$ cat src/rtl/collision_ctrl_if.sv
// Bundles the game-control inputs (frame strobe, start button, two bounding boxes) and status outputs.
// Latency: none, pure wiring between the controller and its environment.
// Backpressure: none; the strobe is a one-cycle event and every output is a level.
interface collision_ctrl_if #(
   parameter int SCORE_W = 16
);
   logic               i_ani_stb;
   logic               i_start;
   logic [11:0]        i_dino_x1;
   logic [11:0]        i_dino_x2;
   logic [11:0]        i_dino_y1;
   logic [11:0]        i_dino_y2;
   logic [11:0]        i_obs_x1;
   logic [11:0]        i_obs_x2;
   logic [11:0]        i_obs_y1;
   logic [11:0]        i_obs_y2;
   logic               i_obs_valid;
   logic               o_animate;
   logic               o_game_over;
   logic               o_hit_pulse;
   logic [SCORE_W-1:0] o_score;
   logic [1:0]         o_state;

   // Environment side: drives the inputs and observes the status.
   modport master (
      output i_ani_stb, i_start,
      output i_dino_x1, i_dino_x2, i_dino_y1, i_dino_y2,
      output i_obs_x1, i_obs_x2, i_obs_y1, i_obs_y2, i_obs_valid,
      input  o_animate, o_game_over, o_hit_pulse, o_score, o_state
   );

   // Controller side.
   modport slave (
      input  i_ani_stb, i_start,
      input  i_dino_x1, i_dino_x2, i_dino_y1, i_dino_y2,
      input  i_obs_x1, i_obs_x2, i_obs_y1, i_obs_y2, i_obs_valid,
      output o_animate, o_game_over, o_hit_pulse, o_score, o_state
   );
endinterface

$ cat src/rtl/collision_ctrl.sv
// Game controller: IDLE/RUN/OVER FSM with box collision detection, scoring and restart lockout.
// Latency: every output is registered and reflects the inputs sampled one clock earlier.
// Backpressure: none; it acts on the frame strobe whenever that strobe is high.
module collision_ctrl #(
   parameter int SCORE_W        = 16,
   parameter int SCORE_DIV      = 6,
   parameter int HIT_FRAMES     = 2,
   parameter int LOCKOUT_FRAMES = 30
) (
   input  logic               i_clk,
   input  logic               i_rst,
   collision_ctrl_if.slave    bus
);

   typedef enum logic [1:0] {
      ST_IDLE = 2'd0,
      ST_RUN  = 2'd1,
      ST_OVER = 2'd2
   } state_e;

   localparam logic [SCORE_W-1:0] SCORE_MAX = {SCORE_W{1'b1}};
   localparam logic [7:0]         DIV_LAST  = 8'(SCORE_DIV - 1);
   localparam logic [3:0]         HIT_N     = 4'(HIT_FRAMES);
   localparam logic [7:0]         LOCK_INIT = 8'(LOCKOUT_FRAMES);

   state_e             state_q, state_d;
   logic               start_prev_q, start_prev_d;
   logic               rst_hold_q, rst_hold_d;
   logic [3:0]         hit_q, hit_d;
   logic [7:0]         div_q, div_d;
   logic [7:0]         lock_q, lock_d;
   logic [SCORE_W-1:0] score_q, score_d;
   logic               hit_pulse_q, hit_pulse_d;
   logic               animate_q, animate_d;
   logic               game_over_q, game_over_d;

   logic               start_edge;
   logic               overlap;
   logic [3:0]         hit_next;

   // Rising edge of the start button; rst_hold_q masks the first cycle after reset so a
   // button already held during reset does not count as a press.
   assign start_edge = bus.i_start & ~start_prev_q & ~rst_hold_q;

   // Strict unsigned overlap: boxes that only share an edge do not collide.
   assign overlap = bus.i_obs_valid &
                    (bus.i_dino_x1 < bus.i_obs_x2) & (bus.i_obs_x1 < bus.i_dino_x2) &
                    (bus.i_dino_y1 < bus.i_obs_y2) & (bus.i_obs_y1 < bus.i_dino_y2);

   assign hit_next = hit_q + 4'd1;

   // Next-state, counter and registered-output computation.
   always_comb begin
      state_d      = state_q;
      hit_d        = hit_q;
      div_d        = div_q;
      lock_d       = lock_q;
      score_d      = score_q;
      hit_pulse_d  = 1'b0;
      start_prev_d = bus.i_start;
      rst_hold_d   = 1'b0;

      case (state_q)
         ST_IDLE: begin
            if (start_edge) begin
               state_d = ST_RUN;
               hit_d   = 4'd0;
               div_d   = 8'd0;
               score_d = '0;
            end
         end
         ST_RUN: begin
            if (bus.i_ani_stb) begin
               if (overlap && (hit_next == HIT_N)) begin
                  // The ending hit wins over a score point due on the same strobe.
                  state_d     = ST_OVER;
                  hit_d       = hit_next;
                  hit_pulse_d = 1'b1;
                  lock_d      = LOCK_INIT;
               end else begin
                  hit_d = overlap ? hit_next : 4'd0;
                  if (div_q == DIV_LAST) begin
                     div_d = 8'd0;
                     if (score_q != SCORE_MAX) begin
                        score_d = score_q + SCORE_W'(1);
                     end
                  end else begin
                     div_d = div_q + 8'd1;
                  end
               end
            end
         end
         ST_OVER: begin
            // Presses during lockout are simply dropped; only a fresh press after it counts.
            if (start_edge && (lock_q == 8'd0)) begin
               state_d = ST_RUN;
               hit_d   = 4'd0;
               div_d   = 8'd0;
               score_d = '0;
            end else if (bus.i_ani_stb && (lock_q != 8'd0)) begin
               lock_d = lock_q - 8'd1;
            end
         end
         default: begin
            state_d = ST_IDLE;
         end
      endcase

      animate_d   = (state_d == ST_RUN);
      game_over_d = (state_d == ST_OVER);
   end

   // State and output registers with synchronous reset.
   always_ff @(posedge i_clk) begin
      if (i_rst) begin
         state_q      <= ST_IDLE;
         start_prev_q <= 1'b0;
         rst_hold_q   <= 1'b1;
         hit_q        <= 4'd0;
         div_q        <= 8'd0;
         lock_q       <= 8'd0;
         score_q      <= '0;
         hit_pulse_q  <= 1'b0;
         animate_q    <= 1'b0;
         game_over_q  <= 1'b0;
      end else begin
         state_q      <= state_d;
         start_prev_q <= start_prev_d;
         rst_hold_q   <= rst_hold_d;
         hit_q        <= hit_d;
         div_q        <= div_d;
         lock_q       <= lock_d;
         score_q      <= score_d;
         hit_pulse_q  <= hit_pulse_d;
         animate_q    <= animate_d;
         game_over_q  <= game_over_d;
      end
   end

   assign bus.o_state     = state_q;
   assign bus.o_animate   = animate_q;
   assign bus.o_game_over = game_over_q;
   assign bus.o_hit_pulse = hit_pulse_q;
   assign bus.o_score     = score_q;

endmodule

$ cat src/flat_wrapper.sv
// flat-port wrapper written by rule: the top's interface ports become plain ports
module collision_ctrl_flat 
#(
   parameter int SCORE_W        = 16,
   parameter int SCORE_DIV      = 6,
   parameter int HIT_FRAMES     = 2,
   parameter int LOCKOUT_FRAMES = 30
)
  (i_clk, i_rst, bus_i_ani_stb, bus_i_start, bus_i_dino_x1, bus_i_dino_x2, bus_i_dino_y1, bus_i_dino_y2, bus_i_obs_x1, bus_i_obs_x2, bus_i_obs_y1, bus_i_obs_y2, bus_i_obs_valid, bus_o_animate, bus_o_game_over, bus_o_hit_pulse, bus_o_score, bus_o_state);
  collision_ctrl_if #(.SCORE_W(SCORE_W)) bus_i ();
  input  logic i_clk;
  input  logic i_rst;
  input wire logic [$bits(bus_i.i_ani_stb)-1:0] bus_i_ani_stb;
  input wire logic [$bits(bus_i.i_start)-1:0] bus_i_start;
  input wire logic [$bits(bus_i.i_dino_x1)-1:0] bus_i_dino_x1;
  input wire logic [$bits(bus_i.i_dino_x2)-1:0] bus_i_dino_x2;
  input wire logic [$bits(bus_i.i_dino_y1)-1:0] bus_i_dino_y1;
  input wire logic [$bits(bus_i.i_dino_y2)-1:0] bus_i_dino_y2;
  input wire logic [$bits(bus_i.i_obs_x1)-1:0] bus_i_obs_x1;
  input wire logic [$bits(bus_i.i_obs_x2)-1:0] bus_i_obs_x2;
  input wire logic [$bits(bus_i.i_obs_y1)-1:0] bus_i_obs_y1;
  input wire logic [$bits(bus_i.i_obs_y2)-1:0] bus_i_obs_y2;
  input wire logic [$bits(bus_i.i_obs_valid)-1:0] bus_i_obs_valid;
  output wire logic [$bits(bus_i.o_animate)-1:0] bus_o_animate;
  output wire logic [$bits(bus_i.o_game_over)-1:0] bus_o_game_over;
  output wire logic [$bits(bus_i.o_hit_pulse)-1:0] bus_o_hit_pulse;
  output wire logic [$bits(bus_i.o_score)-1:0] bus_o_score;
  output wire logic [$bits(bus_i.o_state)-1:0] bus_o_state;
  assign bus_i.i_ani_stb = bus_i_ani_stb;
  assign bus_i.i_start = bus_i_start;
  assign bus_i.i_dino_x1 = bus_i_dino_x1;
  assign bus_i.i_dino_x2 = bus_i_dino_x2;
  assign bus_i.i_dino_y1 = bus_i_dino_y1;
  assign bus_i.i_dino_y2 = bus_i_dino_y2;
  assign bus_i.i_obs_x1 = bus_i_obs_x1;
  assign bus_i.i_obs_x2 = bus_i_obs_x2;
  assign bus_i.i_obs_y1 = bus_i_obs_y1;
  assign bus_i.i_obs_y2 = bus_i_obs_y2;
  assign bus_i.i_obs_valid = bus_i_obs_valid;
  assign bus_o_animate = bus_i.o_animate;
  assign bus_o_game_over = bus_i.o_game_over;
  assign bus_o_hit_pulse = bus_i.o_hit_pulse;
  assign bus_o_score = bus_i.o_score;
  assign bus_o_state = bus_i.o_state;
  collision_ctrl #(.SCORE_W(SCORE_W), .SCORE_DIV(SCORE_DIV), .HIT_FRAMES(HIT_FRAMES), .LOCKOUT_FRAMES(LOCKOUT_FRAMES)) u_core (.i_clk(i_clk), .i_rst(i_rst), .bus(bus_i));
endmodule
$ cat config.mk
export PLATFORM = sky130hd
export DESIGN_NAME = collision_ctrl_flat
export DESIGN_NICKNAME = d
export VERILOG_FILES = /design/src/rtl/collision_ctrl_if.sv /design/src/rtl/collision_ctrl.sv /design/src/flat_wrapper.sv
export SDC_FILE = /design/constraint.sdc
export NUM_CORES = 1
export LEC_CHECK = 0
export BUFFER_PORTS_ARGS = -buffer_cell sky130_fd_sc_hd__buf_2
export CORE_MARGIN = 5
export CORE_UTILIZATION = 54
export DETAILED_ROUTE_END_ITERATION = 7
export PLACE_DENSITY = 0.94
export SLEW_MARGIN = 20
export SYNTH_ARGS = -nofsm -noshare
export SYNTH_HDL_FRONTEND = slang
export SYNTH_SLANG_ARGS = --single-unit
$ cat constraint.sdc
create_clock -name i_clk -period 5.16 [get_ports i_clk]
set_clock_uncertainty 0.2 [all_clocks]
set_input_delay 0.258 -clock i_clk [delete_from_list [all_inputs] [get_ports i_clk]]
set_output_delay 0.258 -clock i_clk [all_outputs]
set_load 0.01 [all_outputs]
==> impl_metrics.toml, run 1 <==
[yosys]
synth_top_area_share = 0.263
ys_seq_area_frac = 0.263
ys_types = 50
yosys_most_used_dff = "dfxtp_1"
netlist_instances = 413
yosysWarnings = 0
synthArstFlopShare = 0
syn_nets = 564
synth_edf_count = 0
synth_top_cell_by_area = "dfxtp_1"
synth.avg_cell_area_um2 = 7.93
synth_area_mm2 = 0.00328
synthTopCellsByArea = "dfxtp_1 (26%), ha_1 (19%), a21oi_1 (7.2%), inv_1 (6.0%), o21ai_0 (3.4%)"
ys_seq_elements = 43

[global_routing]
grt-ovfl-total = 0
track_usage = 0.230
grt_max_degree = 38
antenna_found_initial = 0
grt_pass1_wl_um = 14500
grt_pass1_vias = 3521

[sta]
fmax_ghz = 0.345
fin_ws_ps = 2260
fin_crit_sh = 0.562
fin_setup_tns_ps = 0
max-slew-margin-rel = 0.424
min_period_ps = 2900
setup_violations = 0
hold-worst-slack_ps = 106
final_hold_viol_count = 0
grt_setup_unrepaired = "false"
worstMarginPinSlew_ps = 856
finalMaxSlewViolations = 0

[final_layout]
final_cells = 605
drive_gt1_frac = 0.260
area_delta_synth_final_pct = 23.8
multi_input_area_mm2 = 0.00217
layout.nets = 680
final_cell_area_mm2 = 0.00406
layout_common_cells = "buf_2 (121), inv_1 (52), ha_1 (50)"
fill_cells = 484
diodes = 0
final_common_cell = "buf_2"
regArea_um2 = 861

[worst_setup_path]
critical_path_class = "flip-flop to flip-flop"
timing.rr.end = "u_core.bus.o_score[14]"
path_buf_inv = 0
rrSetupSlack_ps = 2260
critical-path-max-stage-delay_ps = 470
r2r_start = "u_core.div_q[0]"
cp_slowest_cell = "or4b_4"
critical_path.max_fanout = 27
crit_path_end_kind = "flip-flop"
start_kind = "flip-flop"
worstPathCellList = "ha_1 > or4b_4 > o41a_4 > a41o_4 > or3_1 > or3_1 > a21oi_1"
crit_arrival_ps = 2930
rr_worst_depth = 7
path_common_cell = "or3_1"
worst_ep_required_time_ps = 5190
crit_family = "simple AND/OR/NAND/NOR gates"

[detailed_routing]
wl_um = 8820
drtPass1Iterations = 4
vias_per_cell = 5.72
via_count = 3459
postRouteAntennaNets = 0
drt_iter0_markers = 206
post-route-drc-count = 0
wl_per_cell_um = 14.6

[cts]
cts_resized = 0
cts-root-buf = "clkbuf_8"
cts_tree = "yes"
clk_path_buf_depth = 2
hold_buffers = 1
clk_latency_ps = 300
path_clk_slew_ps = 80
cts.sinks = 43
cts_setup_buffers = 0
cts-htree-levels = 2
cts_buffers = 5

[floorplanning]
core-area_mm2 = 0.00592
die_y_um = 87.9
start_util = 0.553
num_rows = 28
die_area_mm2 = 0.00773
fp.dieW_um = 87.9
pin_count = 122

[place]
gp_congestion = 0.899
post-dp-hpwl_um = 7100
portBuffers = 121
pre_cts_ws_ps = 2200
placed_area_mm2 = 0.00393
dp.cells = 596

[job]
maxCapViolations = 0

[power]
irDropWorstVdd_v = 0.000167
p_per_area_mw_per_mm2 = 190
power.leakage_nw = 1.97

[worst_hold_path]
holdPathEnd = "u_core.hit_q[0]"
hold_depth = 3
hold_path.class = "input pin to flip-flop"
hold_start = "bus_i_ani_stb"

[run_status]
status = "finished clean"
## worst reg2reg max path: stages, from the launching register on
cell	delay (ps)
dfxtp_1	400
ha_1	160
or4b_4	470
o41a_4	410
a41o_4	350
or3_1	400
or3_1	310
a21oi_1	140
## synth_stat cells, types with 5 or more instances
| cell | number |
|---|---|
| inv_1 | 52 |
| ha_1 | 50 |
| a21oi_1 | 47 |
| dfxtp_1 | 43 |
| nand2_1 | 29 |
| o21ai_0 | 22 |
| nor2_1 | 15 |
| nand3_1 | 14 |
| nor3_1 | 12 |
| or4_1 | 12 |
| and3_1 | 10 |
| o31ai_1 | 10 |
| clkbuf_1 | 9 |
| or3_1 | 8 |
| nand4_1 | 5 |
| nand4b_1 | 5 |
## worst max path at each step
stage | start | endpoint | slack (ps) | cells past startpoint
after detailed placement | bus_i_obs_x2[11] | u_core.bus.o_game_over | 2200 | 10
final | u_core.div_q[0] | u_core.bus.o_score[14] | 2260 | 7
after global placement | bus_i_obs_y1[5] | u_core.lock_q[1] | 2260 | 9
after global routing | u_core.lock_q[0] | u_core.bus.o_score[8] | 2060 | 10
after floorplan | bus_i_dino_y2[5] | u_core.div_q[3] | 2470 | 11
after CTS | u_core.div_q[0] | u_core.bus.o_score[14] | 2260 | 7
## final cells by class
type                       count  share of cell area
clock buffer                   5              0.0170
inverter                      52              0.0481
tap                           75              0.0231
multi-input combinational    304               0.535
sequential                    43               0.212
timing repair buffer         123               0.154
clock inverter                 3              0.0108
## sequential cells by signal (all words and copies together) (netlist names)
signal and count:
u_core.div_q 8, u_core.lock_q 8, u_core.bus.o_game_over 1, u_core.rst_hold_q 1, u_core.bus.o_state 2, u_core.bus.o_hit_pulse 1, u_core.bus.o_score 16, u_core.bus.o_animate 1
u_core.start_prev_q 1, u_core.hit_q 4
## routing by layer
layer / part of all wire / GRT usage
met5: 0 / 0
met2: 0.51 / 0.445
met3: 0.066 / 0.0376
met4: 0.021 / 0.0767
met1: 0.40 / 0.250
## stage by stage
stage                      util  total power, W
after floorplan               -        0.000448
after global placement    0.663        0.000506
after detailed placement  0.664        0.000517
after CTS                 0.685        0.000778
after global routing      0.685        0.000816
final                     0.685        0.000772
## where the power goes
part | total, W | switching (W) | leakage [nW] | internal (W)
Sequential | 0.000339 | 0.00000332 | 0.347 | 0.000335
Combinational | 0.000173 | 0.0000948 | 1.56 | 0.0000782
Clock | 0.000261 | 0.000116 | 0.0581 | 0.000144
## cells by family after synthesis
logic type | Yosys count | share of synthesized area
AO/OA/AOI/OAI | 109 | 0.213
adder cells (fa/ha/maj) | 50 | 0.191
buffers and inverters | 66 | 0.0771
flip-flops | 43 | 0.263
AND/OR/NAND/NOR | 137 | 0.234
XOR/XNOR | 8 | 0.0214
Note: power is estimated with default switching activity, not from simulation.
==> inputs of run 2 (changes only) <==
CORE_UTILIZATION = 50   (was 54)
PLACE_DENSITY = 0.89   (was 0.94)
clock period = 2.85 ns   (was 5.16 ns; I/O delays follow)
==> impl_metrics.toml, run 2 (synthesized netlist as in run 1, its figures left out) <==
[place]
portBuffers = 121
dp.cells = 605
post-dp-hpwl_um = 7340
gp_congestion = 0.903

[worst_setup_path]
critical_path.max_fanout = 5
crit_path_end_kind = "flip-flop"
cp-startpoint = "u_core.div_q[1]"
critical-path-max-stage-delay_ps = 460
crit_arrival_ps = 2810
start_kind = "flip-flop"
worstPathCellList = "inv_1 > ha_1 > or4b_4 > o41a_4 > a41o_4 > or3_1 > or3_4 > a21oi_2"
worst_ep_required_time_ps = 2880
critical_path_class = "flip-flop to flip-flop"
cp_slowest_cell = "or4b_4"
r2r_start = "u_core.div_q[1]"

[job]
maxCapViolations = 0

[detailed_routing]
drtPass1Iterations = 5
vias_per_cell = 5.71
wl_per_cell_um = 14.7
wl_um = 9070
via_count = 3520
drt_iter0_markers = 146
post-route-drc-count = 0
postRouteAntennaNets = 0

[floorplanning]
core-area_mm2 = 0.00635
die_area_mm2 = 0.00827
start_util = 0.516
pin_count = 122
num_rows = 29
fp.dieW_um = 91.0
die_y_um = 91.0

[final_layout]
final_cells = 616
area_delta_synth_final_pct = 27.1
regArea_um2 = 863
layout_common_cells = "buf_2 (121), inv_1 (52), ha_1 (50)"
fill_cells = 546
multi_input_area_mm2 = 0.00219
final_common_cell = "buf_2"
diodes = 0
largest_reg_flops = 16
layout.nets = 690
drive_gt1_frac = 0.278

[sta]
min_period_ps = 2780
setup_violations = 0
fmax_ghz = 0.359
worstMarginPinSlew_ps = 813
fin_crit_sh = 0.977
grt_setup_unrepaired = "true"
final_hold_viol_count = 0
finalMaxSlewViolations = 0
max-slew-margin-rel = 0.451

[global_routing]
track_usage = 0.207
grt_pass1_vias = 3418
grt_pass1_wl_um = 14800
grt_max_degree = 38
grt-ovfl-total = 0
antenna_found_initial = 0

[cts]
cts.sinks = 43
cts_tree = "yes"
clk_latency_ps = 290
cts-root-buf = "clkbuf_8"
path_clk_slew_ps = 80
cts-htree-levels = 2
cts_buffers = 5
clk_path_buf_depth = 2

[worst_hold_path]
hold_start = "bus_i_ani_stb"
hold_path.class = "input pin to flip-flop"

[power]
pwr-share-clk = 0.327
pwr-share-comb = 0.238
p_per_area_mw_per_mm2 = 338
pwr-share-seq = 0.436
switchingPower_w = 0.000384
power_w = 0.00141
power.leakage_nw = 2.02
intPower_w = 0.00102
irDropWorstVdd_v = 0.000447
p_sw_frac = 0.273

[run_status]
status = "finished clean"
## run 2: changes by cell type in the layout (fill, tap and decap cells not counted), sizes merged
cell | previous run | this run
buf | 122 | 132
clkbuf | 5 | 6
clkinv | 2 | 0
## run 2: power groups by stage
stage          sequential, W  combinational, W  clock, W
4_1_cts             0.000613          0.000328  0.000466
3_5_place_dp        0.000627          0.000325         0
6_report            0.000613          0.000334  0.000460
5_1_grt             0.000615          0.000378  0.000489
3_3_place_gp        0.000627          0.000308         0
2_1_floorplan       0.000628          0.000183         0
## run 2: repair_timing
action	4_1_cts	5_1_grt
setup endpoints to repair	0	15
hold buffers	1	0
buffers inserted	0	3
gates resized for setup	0	5
hold endpoints to repair	1	0
## run 2: worst max-delay path: cells and delay by family (launching register included)
family                   cells  cell delay, ps
AND/OR/NAND/NOR              3            1190
AO/OA/AOI/OAI                3             810
flip-flops                   1             340
adder cells (fa/ha/maj)      1             140
buffers and inverters        1              50
## run 2: path summary, 6_finish.rpt
path,slack (ps),cells past startpoint,to
hold / removal,20,3,u_core.hit_q[0]
setup / recovery,70,8,u_core.bus.o_score[14]
hold reg to reg,280,2,u_core.hit_q[3]
setup reg to reg,70,8,u_core.bus.o_score[14]
## run 2: metal layers
| layer | vias up | wire [um] | GRT usage |
|---|---|---|---|
| li1 | 1759 | - | - |
| met1 | 1628 | 3600 | 0.233 |
| met2 | 108 | 4700 | 0.386 |
| met3 | 25 | 567 | 0.0430 |
| met4 | 0 | 202 | 0.0672 |
| met5 | - | 0 | 0 |
## run 2: layout make-up
class,count,share of cell area
well taps,77,0.0231
clock inverters,1,0.00721
flip-flops and latches,43,0.207
inverters,52,0.0468
multi-input cells,304,0.525
repair buffers,133,0.174
clock buffers,6,0.0174
## run 2: stage by stage
stage	setup WS, ps	util	hold WS (ps)	TNS (ps)	area [um^2]
CTS	2.41	0.650	1.97	0	4130
floorplan	186	-	-29.8	0	3280
detailed placement	15.2	0.632	181	0	4020
global route	-30.6	0.656	24.0	-61.6	4170
finish	66.8	0.656	17.5	0	4170
global placement	108	0.632	171	0	4020
